$ cat config.mk
export PLATFORM = sky130hd
export DESIGN_NAME = dco_cal_ctrl
export DESIGN_NICKNAME = d
export VERILOG_FILES = /design/src/rtl/dco_cal_ctrl.sv
export SDC_FILE = /design/constraint.sdc
export NUM_CORES = 1
export LEC_CHECK = 0
export ABC_AREA = 0
export CORE_MARGIN = 10
export CORE_UTILIZATION = 55
export CTS_BUF_LIST = sky130_fd_sc_hd__clkbuf_4 sky130_fd_sc_hd__clkbuf_8 sky130_fd_sc_hd__clkbuf_16
export DETAILED_ROUTE_END_ITERATION = 7
export DONT_BUFFER_PORTS = 1
export HOLD_SLACK_MARGIN = 0.08
export PLACE_DENSITY_LB_ADDON = 0.15
export RECOVER_POWER = 50
export SLEW_MARGIN = 20
export SYNTH_ARGS = -nofsm -noshare
export SYNTH_HDL_FRONTEND = slang
export SYNTH_SLANG_ARGS = --single-unit
$ cat constraint.sdc
create_clock -name clk -period 5.34 [get_ports clk]
set_clock_uncertainty 0.05 [all_clocks]
set_input_delay 1.068 -clock clk [delete_from_list [all_inputs] [get_ports clk]]
set_output_delay 1.068 -clock clk [all_outputs]
set_load 0.02 [all_outputs]
$ cat src/rtl/dco_cal_ctrl.sv
`default_nettype none
// ============================================================================
// Module   : dco_cal_ctrl
// Purpose  : 5-step successive-approximation coarse calibration of dco_5bit's
//            threshold code, then hands ctrl/ctrl_sign to the loop filter.
//            Optional lock monitor enabled by defining DCO_CAL_LOCKMON_EN.
// Revision : 1.0 - initial release
// ============================================================================
module dco_cal_ctrl #(
    parameter int WIN_LEN = 255,
    parameter int SETTLE  = 4,
    parameter int CNT_W   = 8
) (
    input  logic             clk,
    input  logic             reset,
    input  logic             start,
    input  logic [CNT_W-1:0] target_cnt,
    input  logic             dco_clk,
    input  logic [4:0]       kdco_cfg,
    input  logic [4:0]       offset_cfg,
    input  logic [4:0]       lf_ctrl,
    input  logic             lf_sign,
    output logic [4:0]       thresh_val,
    output logic [4:0]       kdco,
    output logic [4:0]       dco_offset,
    output logic [4:0]       ctrl,
    output logic             ctrl_sign,
    output logic             busy,
    output logic             done,
    output logic [CNT_W-1:0] meas_cnt,
    output logic             lock_lost
);

    localparam int TMR_MAX = (WIN_LEN > SETTLE) ? WIN_LEN : SETTLE;
    localparam int TMR_W   = $clog2(TMR_MAX + 1);
    localparam logic [TMR_W-1:0] c_win_last    = TMR_W'(WIN_LEN - 1);
    localparam logic [TMR_W-1:0] c_settle_last = TMR_W'(SETTLE - 1);

    typedef enum logic [2:0] {
        ST_IDLE    = 3'd0,
        ST_SETTLE  = 3'd1,
        ST_MEASURE = 3'd2,
        ST_DECIDE  = 3'd3,
        ST_LOCK    = 3'd4
    } state_t;

    state_t           r_state;
    state_t           w_state_nxt;
    logic [TMR_W-1:0] r_tmr;
    logic [CNT_W-1:0] r_cnt;
    logic [CNT_W-1:0] w_cnt_inc;
    logic [2:0]       r_bit_idx;
    logic             r_dco_q;
    logic             w_edge;
    logic             w_tmr_zero;
    logic             w_start_ok;
    logic [4:0]       w_bit_mask;
    logic [4:0]       w_code;

    assign w_edge     = dco_clk & ~r_dco_q;
    assign w_cnt_inc  = (w_edge && (r_cnt != {CNT_W{1'b1}})) ? r_cnt + CNT_W'(1) : r_cnt;
    assign w_tmr_zero = (r_tmr == '0);
    assign w_start_ok = start && ((r_state == ST_IDLE) || (r_state == ST_LOCK));
    assign w_bit_mask = 5'b00001 << r_bit_idx;

    assign busy = (r_state == ST_SETTLE) || (r_state == ST_MEASURE) || (r_state == ST_DECIDE);
    assign done = (r_state == ST_LOCK);

    // Trial bit is dropped when the DCO came out too slow; next lower bit is tried.
    always_comb begin
        w_code = thresh_val;
        if (r_cnt < target_cnt) begin
            w_code = w_code & ~w_bit_mask;
        end
        if (r_bit_idx != 3'd0) begin
            w_code = w_code | (w_bit_mask >> 1);
        end
    end

    always_ff @(posedge clk) begin
        if (reset) begin
            r_state <= ST_IDLE;
        end else begin
            r_state <= w_state_nxt;
        end
    end

    always_comb begin
        w_state_nxt = r_state;
        case (r_state)
            ST_IDLE:    if (start) w_state_nxt = ST_SETTLE;
            ST_SETTLE:  if (w_tmr_zero) w_state_nxt = ST_MEASURE;
            ST_MEASURE: if (w_tmr_zero) w_state_nxt = ST_DECIDE;
            ST_DECIDE:  w_state_nxt = (r_bit_idx != 3'd0) ? ST_SETTLE : ST_LOCK;
            ST_LOCK:    if (start) w_state_nxt = ST_SETTLE;
            default:    w_state_nxt = ST_IDLE;
        endcase
    end

    always_ff @(posedge clk) begin
        if (reset) begin
            thresh_val <= 5'd16;
            kdco       <= '0;
            dco_offset <= '0;
            meas_cnt   <= '0;
            r_tmr      <= '0;
            r_cnt      <= '0;
            r_bit_idx  <= 3'd4;
            r_dco_q    <= 1'b0;
        end else begin
            r_dco_q <= dco_clk;
            if (w_start_ok) begin
                kdco       <= kdco_cfg;
                dco_offset <= offset_cfg;
                thresh_val <= 5'b10000;
                r_bit_idx  <= 3'd4;
                r_tmr      <= c_settle_last;
            end else begin
                case (r_state)
                    ST_SETTLE: begin
                        if (w_tmr_zero) begin
                            r_tmr <= c_win_last;
                            r_cnt <= '0;
                        end else begin
                            r_tmr <= r_tmr - TMR_W'(1);
                        end
                    end
                    ST_MEASURE: begin
                        r_cnt <= w_cnt_inc;
                        if (!w_tmr_zero) r_tmr <= r_tmr - TMR_W'(1);
                    end
                    ST_DECIDE: begin
                        meas_cnt   <= r_cnt;
                        thresh_val <= w_code;
                        if (r_bit_idx != 3'd0) begin
                            r_bit_idx <= r_bit_idx - 3'd1;
                            r_tmr     <= c_settle_last;
                        end else begin
                            r_tmr <= c_win_last;
                            r_cnt <= '0;
                        end
                    end
`ifdef DCO_CAL_LOCKMON_EN
                    ST_LOCK: begin
                        if (w_tmr_zero) begin
                            meas_cnt <= w_cnt_inc;
                            r_cnt    <= '0;
                            r_tmr    <= c_win_last;
                        end else begin
                            r_cnt <= w_cnt_inc;
                            r_tmr <= r_tmr - TMR_W'(1);
                        end
                    end
`endif
                    default: ;
                endcase
            end
        end
    end

    // Loop filter drives the DCO only while the loop stays closed.
    always_ff @(posedge clk) begin
        if (reset) begin
            ctrl      <= '0;
            ctrl_sign <= 1'b0;
        end else if ((r_state == ST_LOCK) && (w_state_nxt == ST_LOCK)) begin
            ctrl      <= lf_ctrl;
            ctrl_sign <= lf_sign;
        end else begin
            ctrl      <= '0;
            ctrl_sign <= 1'b0;
        end
    end

`ifdef DCO_CAL_LOCKMON_EN
    logic [CNT_W-1:0] w_diff;
    logic             r_lock_lost;

    assign w_diff    = (w_cnt_inc >= target_cnt) ? (w_cnt_inc - target_cnt) : (target_cnt - w_cnt_inc);
    assign lock_lost = r_lock_lost;

    always_ff @(posedge clk) begin
        if (reset) begin
            r_lock_lost <= 1'b0;
        end else if (w_start_ok) begin
            r_lock_lost <= 1'b0;
        end else if ((r_state == ST_LOCK) && w_tmr_zero && (w_diff > CNT_W'(2))) begin
            r_lock_lost <= 1'b1;
        end
    end
`else
    assign lock_lost = 1'b0;
`endif

endmodule
`default_nettype wire

==> load_flow_metrics.sql <==
INSERT INTO impl_metrics (metric_group, metric, value, unit) VALUES
('run_status', 'result_of_the_run', 'finished with violations', ''),
('run_status', 'violations', 'max-capacitance violations, max-slew violations', ''),
('detailed_routing', 'post_detailed_route_count_of_antenna_violating_nets', '0', ''),
('global_route', 'grt_antenna_before_repair', '0', ''),
('power', 'power.leakage', '0.979', 'nW'),
('clock_tree', 'htreeDepth', '2', ''),
('sta', 'setup_viol', '0', ''),
('critical_path', 'crit_path_cell_trace', 'inv_1, ha_1, nor4b_1, nand3_1, and4_1, a311oi_2', ''),
('detailed_routing', 'wire_per_inst', '16.1', 'µm'),
('power', 'power-per-cell-area', '451', 'nW/µm²'),
('critical_path', 'crit_path_end_kind', 'register', ''),
('worst_hold_path', 'timing.hold.worst.start', 'r_tmr[7]', ''),
('die', 'number_of_ports_placed_on_the_die_boundary', '60', ''),
('synth', 'yosys_warnings', '0', ''),
('clock_tree', 'cts.repair_timing.setup_buffer_count', '0', ''),
('clock_tree', 'cts_inserted_buffers', '5', ''),
('synth', 'netlist.area_leader.share', '38.8', '%'),
('critical_path', 'worst-endpoint-arrival', '3.18', 'ns'),
('synth', 'syn_area_per_cell', '8.41', 'µm²'),
('sta', 'final_hold_viol_count', '0', ''),
('sta', 'fmax', '333', 'MHz'),
('power', 'ir_drop', '0.228', 'mV'),
('synth', 'synth_flop_cell', 'sky130_fd_sc_hd__dfxtp_1', ''),
('finish', 'finish.utilization', '58.1', '%'),
('clock_tree', 'clk_lat_worst_skew', '0.31', 'ns'),
('die', 'floorplan.rows', '25', ''),
('worst_hold_path', 'hold_class', 'register to register', ''),
('job', 'drv_cap', '1', ''),
('place', 'numPortBuffers', '0', ''),
('die', 'initial_core_util', '56.8', '%'),
('die', 'core_region_area', '4720', 'µm²'),
('global_route', 'grt_pass1_wl', '10100', 'µm'),
('critical_path', 'launching_element_of_the_worst_setup_path', 'r_tmr[0]', ''),
('finish', 'drive_gt1_share', '5.81', '%'),
('finish', 'area_growth_syn_to_layout', '2.24', '%'),
('clock_tree', 'hold_buffers', '0', ''),
('synth', 'post_synth_inst_count', '319', ''),
('sta', 'remaining_max_slew_budget_at_the_tightest_pin', '-1.34', '%'),
('synth', 'synth.ff_latch_count', '52', ''),
('finish', 'num-nets-final', '351', ''),
('global_route', 'grt_start_max_net_pins', '39', ''),
('synth', 'post-synth-top-count-cell', 'sky130_fd_sc_hd__dfxtp_1', ''),
('detailed_routing', 'drt-pass1-iter-count', '4', ''),
('clock_tree', 'cts.path.max_buffers', '2', ''),
('detailed_routing', 'routed_via_density', '5.69', ''),
('critical_path', 'crit_required', '5.52', 'ns'),
('finish', 'antenna-diode-count', '0', ''),
('synth', 'synth_top_cells_by_count', 'sky130_fd_sc_hd__dfxtp_1 (52), sky130_fd_sc_hd__nand2_1 (49), sky130_fd_sc_hd__a21oi_1 (31), sky130_fd_sc_hd__inv_1 (18), sky130_fd_sc_hd__nor2_1 (15)', ''),
('synth', 'synthesis.nets', '361', ''),
('clock_tree', 'clkSinkCount', '52', ''),
('die', 'die_w', '89.9', 'µm'),
('place', 'post-dp-hpwl', '4490', 'µm'),
('critical_path', 'timing_worst_setup_path_type', 'register to register', ''),
('synth', 'synth_seq_area_share', '38.8', '%'),
('critical_path', 'timing.critical_path.slowest_stage_cell', 'sky130_fd_sc_hd__nor4b_1', ''),
('synth', 'synth.cell_area', '2680', 'µm²'),
('synth', 'synthDominantAreaCellType', 'sky130_fd_sc_hd__dfxtp_1', ''),
('critical_path', 'r2r-start', 'r_tmr[0]', ''),
('detailed_routing', 'route.vias.total', '2145', ''),
('synth', 'number_of_synthesized_flops_with_an_enable_pin', '0', ''),
('clock_tree', 'worst_setup_hold_path_clk_slew', '0.10', 'ns'),
('critical_path', 'startpoint_type', 'register', ''),
('global_route', 'grt.overflow.total', '0', ''),
('sta', 'number_of_pins_with_negative_max_slew_slack_in_the_final_report', '1', ''),
('detailed_routing', 'drc', '0', ''),
('die', 'die_area', '8070', 'µm²'),
('sta', 'timing.setup.tns', '0', 'ns'),
('critical_path', 'slowest_cell_delay_on_critical_path', '1.21', 'ns'),
('sta', 'worstMarginPinSlew', '1.50', 'ns'),
('detailed_routing', 'route.final.wire_length', '6060', 'µm'),
('global_route', 'grtUsageTotal', '14.6', '%');
-- stage by stage --
stage | power, mW | hold WS [ns] | area, µm² | std cells | setup slack, ns
after global routing | 1.33 | 0.500 | 2740 | 377 | 2.05
after detailed placement | 1.02 | 0.447 | 2660 | 369 | 2.75
after floorplan | 0.948 | 0.420 | 2680 | 319 | 2.95
final | 1.24 | 0.468 | 2740 | 377 | 2.34
after global placement | 1.01 | 0.446 | 2660 | 369 | 2.79
after CTS | 1.25 | 0.464 | 2760 | 377 | 2.71
-- area by class of cell --
type,count,area [µm²]
clock buffer,5,68.8
clock inverter,3,27.5
fill,446,1980
inverter,18,67.6
multi-input combinational,231,1450
sequential,52,1040
tap,67,83.8
timing repair buffer,1,7.51
-- critical path: cells and delay by family (launching register included) --
kind                     cells  cell delay (ns)
AND/OR/NAND/NOR              3             1.97
buffers and inverters        1             0.09
adder cells (fa/ha/maj)      1             0.25
flip-flops                   1             0.35
AO/OA/AOI/OAI                1             0.22
-- layer usage --
metal  routed length [µm]  share of wire, %  GRT usage [%]  vias up
met5                    0                 0              0        -
met4                   43              0.71           3.85        0
met3                  355               5.9           4.41        5
met2                 3120                51           25.5       36
met1                 2550                42           17.0      990
li1                     -                 -              -     1114
-- placed cells by master (no fill, tap or decap), types with 5 or more instances in the layout --
master                      n
sky130_fd_sc_hd__clkbuf_8   5
sky130_fd_sc_hd__nand2b_1   8
sky130_fd_sc_hd__o21ai_0   10
sky130_fd_sc_hd__and2_0     6
sky130_fd_sc_hd__a211oi_1  11
sky130_fd_sc_hd__dfxtp_1   52
sky130_fd_sc_hd__nor2_1    15
sky130_fd_sc_hd__a21oi_1   31
sky130_fd_sc_hd__ha_1      14
sky130_fd_sc_hd__nor3_1    11
sky130_fd_sc_hd__nand2_1   49
sky130_fd_sc_hd__nand3_1   10
sky130_fd_sc_hd__inv_1     18
-- cell families (layout without fill, tap and decap cells) --
kind of cell               count (synthesis)  count (layout)  synth area share, %
and+or+nand+nor                          129             129                 25.5
adders and majority gates                 14              14                 6.53
muxes                                      1               1                0.373
AOI/OAI and AO/OA                         85              85                 21.7
buffers and inverters                     36              27                 6.71
DFF                                       52              52                 38.8
xor gates and xnor gates                   1               1                0.326
other                                      1               1                0.140
-- final timing paths --
| kind | endpoint | slack, ns | depth (start not counted) |
|---|---|---|---|
| setup / recovery | r_tmr[1] | 2.34 | 6 |
| hold / removal | r_tmr[7] | 0.47 | 2 |
| setup reg to reg | r_tmr[1] | 2.34 | 6 |
| hold reg to reg | r_tmr[7] | 0.47 | 2 |
-- power by group --
part           switching [mW]  internal, mW
clock                   0.140        0.0965
combinational           0.299         0.184
sequential             0.0827         0.436
-- state kept, by name (all words and copies together), names as in the netlist, 3 cells and up --
register    count
r_bit_idx       3
r_tmr           8
thresh_val      5
r_cnt           8
kdco            5
dco_offset      5
ctrl            5
meas_cnt        8
r_state         3
Note: power is estimated with default switching activity, not from simulation.
==> patch 1, RTL diff (same settings) <==
The 5 states of `state_t` get a one-hot encoding in 5 bits.
--- a/src/rtl/dco_cal_ctrl.sv
+++ b/src/rtl/dco_cal_ctrl.sv
@@ -36,12 +36,12 @@
     localparam logic [TMR_W-1:0] c_win_last    = TMR_W'(WIN_LEN - 1);
     localparam logic [TMR_W-1:0] c_settle_last = TMR_W'(SETTLE - 1);
 
-    typedef enum logic [2:0] {
-        ST_IDLE    = 3'd0,
-        ST_SETTLE  = 3'd1,
-        ST_MEASURE = 3'd2,
-        ST_DECIDE  = 3'd3,
-        ST_LOCK    = 3'd4
+    typedef enum logic [4:0] {
+        ST_IDLE    = 5'b00001,
+        ST_SETTLE  = 5'b00010,
+        ST_MEASURE = 5'b00100,
+        ST_DECIDE  = 5'b01000,
+        ST_LOCK    = 5'b10000
     } state_t;
 
     state_t           r_state;
Formal check against the unedited RTL: no difference found for any inputs over 10 cycles, from zero or initial values and one cycle with reset high; not proved beyond that.
==> patch 1 against the unedited design <==
Design area up 0.23%; synthesized area is 0.70% lower; routed wire length down 1.4%; sequential share of layout area grew 1.4 points; register-to-register slack improved by 0.49 ns; global-route usage about the same; setup slack improved by 0.39 ns; critical path depth down 4; sequential cell count is 2 higher.
Power is not compared: it rests on default switching activity, and its combinational part moved more than twofold at a synthesized area within 25%.
==> patch 1: results (changes against the unedited design) <==
Parameter                              Value

Status
  Run status ... finished clean (was finished, violations left)

Worst setup path
  Beginning of the worst register-to-register path ... r_bit_idx[0] (was r_tmr[0])
  Reg2reg path depth ... 7 (was 6)

Cells and area
  # fillers ... 426 (was 446)
  Share of cells above drive strength 1 ... 0.0413 (was 0.0581)
  Multi-input logic portion of the cell area ... 0.518 (was 0.528)
  #MultiIn Comb ... 236 (was 231)
  Flip-flop and latch share of the layout cell area ... 0.393 (was 0.379)
  Count of nets after finishing ... 357 (was 351)
  Final non-clock buffer share ... 0 (was 0.00274)

CTS
  Clock tree sinks ... 54 (was 52)

Logic synthesis
  Distinct cells, synth ... 49 (was 58)
  Commonest cells in the synthesized netlist ... dfxtp_1, nand2_1, a21oi_1 (unchanged)
  Mux cell area share after synthesis ... 0 (was 0.00373)
  Post-synthesis xor/xnor area fraction ... 0.0164 (was 0.00326)
  Largest cells by area after synthesis ... dfxtp_1, ha_1, nand2_1 (was dfxtp_1, nand2_1, ha_1)
  Synthesized instance count ... 324 (was 319)

Global route
  Overall fraction of global-route tracks in use ... 0.147 (was 0.146)
  Via count of the first global-routing pass ... 1978 (was 2025)
  Wire length of the first global-routing pass ... 9460 um (was 10100 um)

STA
  Worst Tran Pin Value ... 0.717 ns (was 1.50 ns)

Detailed routing
  Routed length per placed instance ... 15.6 um (was 16.1 um)
  Total via count in the routed design ... 2147 (was 2145)

Place
  Setup slack after placement ... 2.69 ns (was 2.75 ns)
  Final HPWL DP ... 4370 um (was 4490 um)
  Number of instances in the placed design ... 374 (was 369)
patch 1: layer usage:
layer  track usage  up-vias  part of all wire
met2         0.247       46              0.50
li1              -     1120                 -
met5             0        -                 0
met1         0.177      979              0.43
met3        0.0460        2             0.063
met4        0.0376        0            0.0049
patch 1: how the worst max path moves through the flow:
stage	start	slack (ns)	to	cells after the start
after floorplan	target_cnt[1]	2.98	thresh_val[0]	6
after global placement	start	2.73	r_cnt[3]	4
after detailed placement	start	2.69	r_cnt[4]	4
after CTS	r_state[2]	2.72	done	3
after global routing	r_state[2]	2.61	done	3
final	r_state[4]	2.73	busy	2
patch 1: kinds of logic after synthesis:
| logic type | after synthesis |
|---|---|
| and+or+nand+nor | 125 |
| AOI/OAI and AO/OA | 90 |
| DFF | 54 |
| buffers and inverters | 34 |
| adders and majority gates | 15 |
| xor gates and xnor gates | 5 |
| other | 1 |
patch 1: worst max-delay path, stage by stage, from the launching register on:
cell and delay, ns:
dfxtp_1 0.39, or3_1 0.47, o22ai_4 0.33
==> patch 2, RTL diff (config.mk and constraints unchanged) <==
Made on the original files. Set the parameter `WIN_LEN` to 510 (it was 255).
--- a/src/rtl/dco_cal_ctrl.sv
+++ b/src/rtl/dco_cal_ctrl.sv
@@ -7,7 +7,7 @@
 // Revision : 1.0 - initial release
 // ============================================================================
 module dco_cal_ctrl #(
-    parameter int WIN_LEN = 255,
+    parameter int WIN_LEN = 510,
     parameter int SETTLE  = 4,
     parameter int CNT_W   = 8
 ) (
Formal check against the unedited RTL: no difference found for any inputs over 10 cycles, from zero or initial values and one cycle with reset high; that may be too few to reach the edited logic, so the function may still have changed.
==> patch 2 against the unedited design <==
Die area decreased by 0.26%; total power increased by 0.17%; global-route usage grew 0.24 points; sequential cell count increased by 1; synthesized area down 0.33%; cell count grew 5.0%; setup slack better by 0.34 ns; routed wire length decreased by 0.13%; worst hold slack worse by 0.0072 ns; design area grew 0.46%; largest cell class unchanged; largest power group unchanged.
==> patch 2: results (changes against the unedited design) <==
Parameter                              Value

Logic synthesis
  Mux cell area share after synthesis ... 0.00748 (was 0.00373)
  Distinct cells, synth ... 45 (was 58)
  Share of the yosys chip area belonging to registers ... 0.397 (was 0.388)
  Commonest cells in the synthesized netlist ... dfxtp_1, nand2_1, a21oi_1 (unchanged)
  Synthesized-area fraction occupied by ao, oa, aoi and oai cells ... 0.210 (was 0.217)
  Synthesized Nets ... 379 (was 361)
  Post-synthesis xor/xnor area fraction ... 0.00655 (was 0.00326)
  Adder-cell share of the synthesized area ... 0.0702 (was 0.0653)
  Largest cells by area after synthesis ... dfxtp_1, a21oi_1, ha_1 (was dfxtp_1, nand2_1, ha_1)

Place
  IO buf count ... 0 (unchanged)
  Placer Congestion ... 0.897 (was 0.863)
  Final HPWL DP ... 4520 um (was 4490 um)

CTS
  Clock latency on the worst-skew pair ... 0.31 ns (about the same)
  Clock H-tree levels ... 2 (unchanged)
  Clk slew on worst S/H paths ... 0.10 ns (about the same)

Status
  Run status ... finished clean (was finished, violations left)

Worst hold path
  Hold crit path type ... reg2reg (unchanged)

Worst setup path
  Worst-path fanout max ... 6 (was 9)
  CP max stage delay ... 0.67 ns (was 1.21 ns)
  Worst Path Arrival ... 2.82 ns (was 3.18 ns)

Cells and area
  Antenna fix cells ... 0 (unchanged)
  Count of nets after finishing ... 371 (was 351)
  Largest registers ... r_tmr x9, meas_cnt x8, r_cnt x8 (was meas_cnt x8, r_cnt x8, r_tmr x8)
  Share of cells above drive strength 1 ... 0.0456 (was 0.0581)

Power
  Largest voltage drop on the vdd net ... 0.000205 V (was 0.000228 V)
  Static leakage ... 1.04 nW (was 0.979 nW)

STA
  Worst Tran Pin Value ... 0.822 ns (was 1.50 ns)

Detailed routing
  First-pass DRT Iterations ... 4 (unchanged)
  Final wirelength ... 6060 um (about the same)
  Drt first-iter violations ... 153 (was 144)
  Total via count in the routed design ... 2216 (was 2145)

Global route
  Wire length of the first global-routing pass ... 10300 um (was 10100 um)
  Via count of the first global-routing pass ... 2126 (was 2025)
  Overall fraction of global-route tracks in use ... 0.149 (was 0.146)
  Largest net degree at the start of global routing ... 32 (was 39)
[patch 2: cell types whose count changed after synthesis, sizes merged, moves of 4 or more]
cell    before  now
a21oi       32   49
a211oi      11    5
nor3        12    5
o21ai       10   25
nor2        15   25
or3          0    6
or4          4    0
[patch 2: final cells by class]
cell class | count | area [um^2]
Tap cell | 67 | 83.8
Inverter | 20 | 75.1
Fill cell | 428 | 1970
Sequential cell | 53 | 1060
Clock buffer | 5 | 68.8
Multi-Input combinational cell | 247 | 1440
Clock inverter | 3 | 25.0
Timing Repair Buffer | 1 | 7.51
[patch 2: logic make-up after synthesis]
group | count (synthesis)
buffers and inverters | 36
xor gates and xnor gates | 2
AOI/OAI and AO/OA | 98
DFF | 53
and+or+nand+nor | 129
other | 1
muxes | 2
adders and majority gates | 15
[patch 2: worst paths after layout]
| check | startpoint | to | slack (ns) | depth (start not counted) |
|---|---|---|---|---|
| hold reg to reg | r_tmr[8] | r_tmr[8] | 0.46 | 2 |
| setup reg to reg | r_tmr[0] | r_tmr[3] | 2.68 | 7 |
| hold / removal | r_tmr[8] | r_tmr[8] | 0.46 | 2 |
| setup / recovery | r_tmr[0] | r_tmr[3] | 2.68 | 7 |
[patch 2: routing by layer]
metal,global-route usage,share of wire,vias to the layer above
met5,0,0,-
met4,0.0606,0.016,0
met3,0.0399,0.057,7
met2,0.247,0.49,48
met1,0.177,0.43,1017
li1,-,-,1144
[patch 2: where the power goes]
group	total (mW)	leakage [nW]	internal, mW	switching, mW
clock network	0.236	0.0452	0.0958	0.140
registers	0.523	0.431	0.445	0.0778
logic	0.481	0.565	0.180	0.301
total	1.24	1.04	0.721	0.519
[patch 2: per-stage QoR]
stage	setup slack [ns]	std cells	hold slack (ns)	util	area, um^2
2_1_floorplan	3.15	336	0.420	-	2680
3_3_place_gp	3.05	388	0.454	0.567	2680
3_5_place_dp	2.97	388	0.456	0.567	2680
4_1_cts	2.75	396	0.471	0.587	2770
5_1_grt	2.36	396	0.481	0.584	2760
6_report	2.68	396	0.460	0.584	2760
[patch 2: critical path: cells and delay by family (launching register included)]
| kind | cells | cell delay [ns] |
|---|---|---|
| and+or+nand+nor | 3 | 1.07 |
| AOI/OAI and AO/OA | 2 | 0.81 |
| DFF | 1 | 0.33 |
| adders and majority gates | 1 | 0.17 |
| buffers and inverters | 1 | 0.13 |
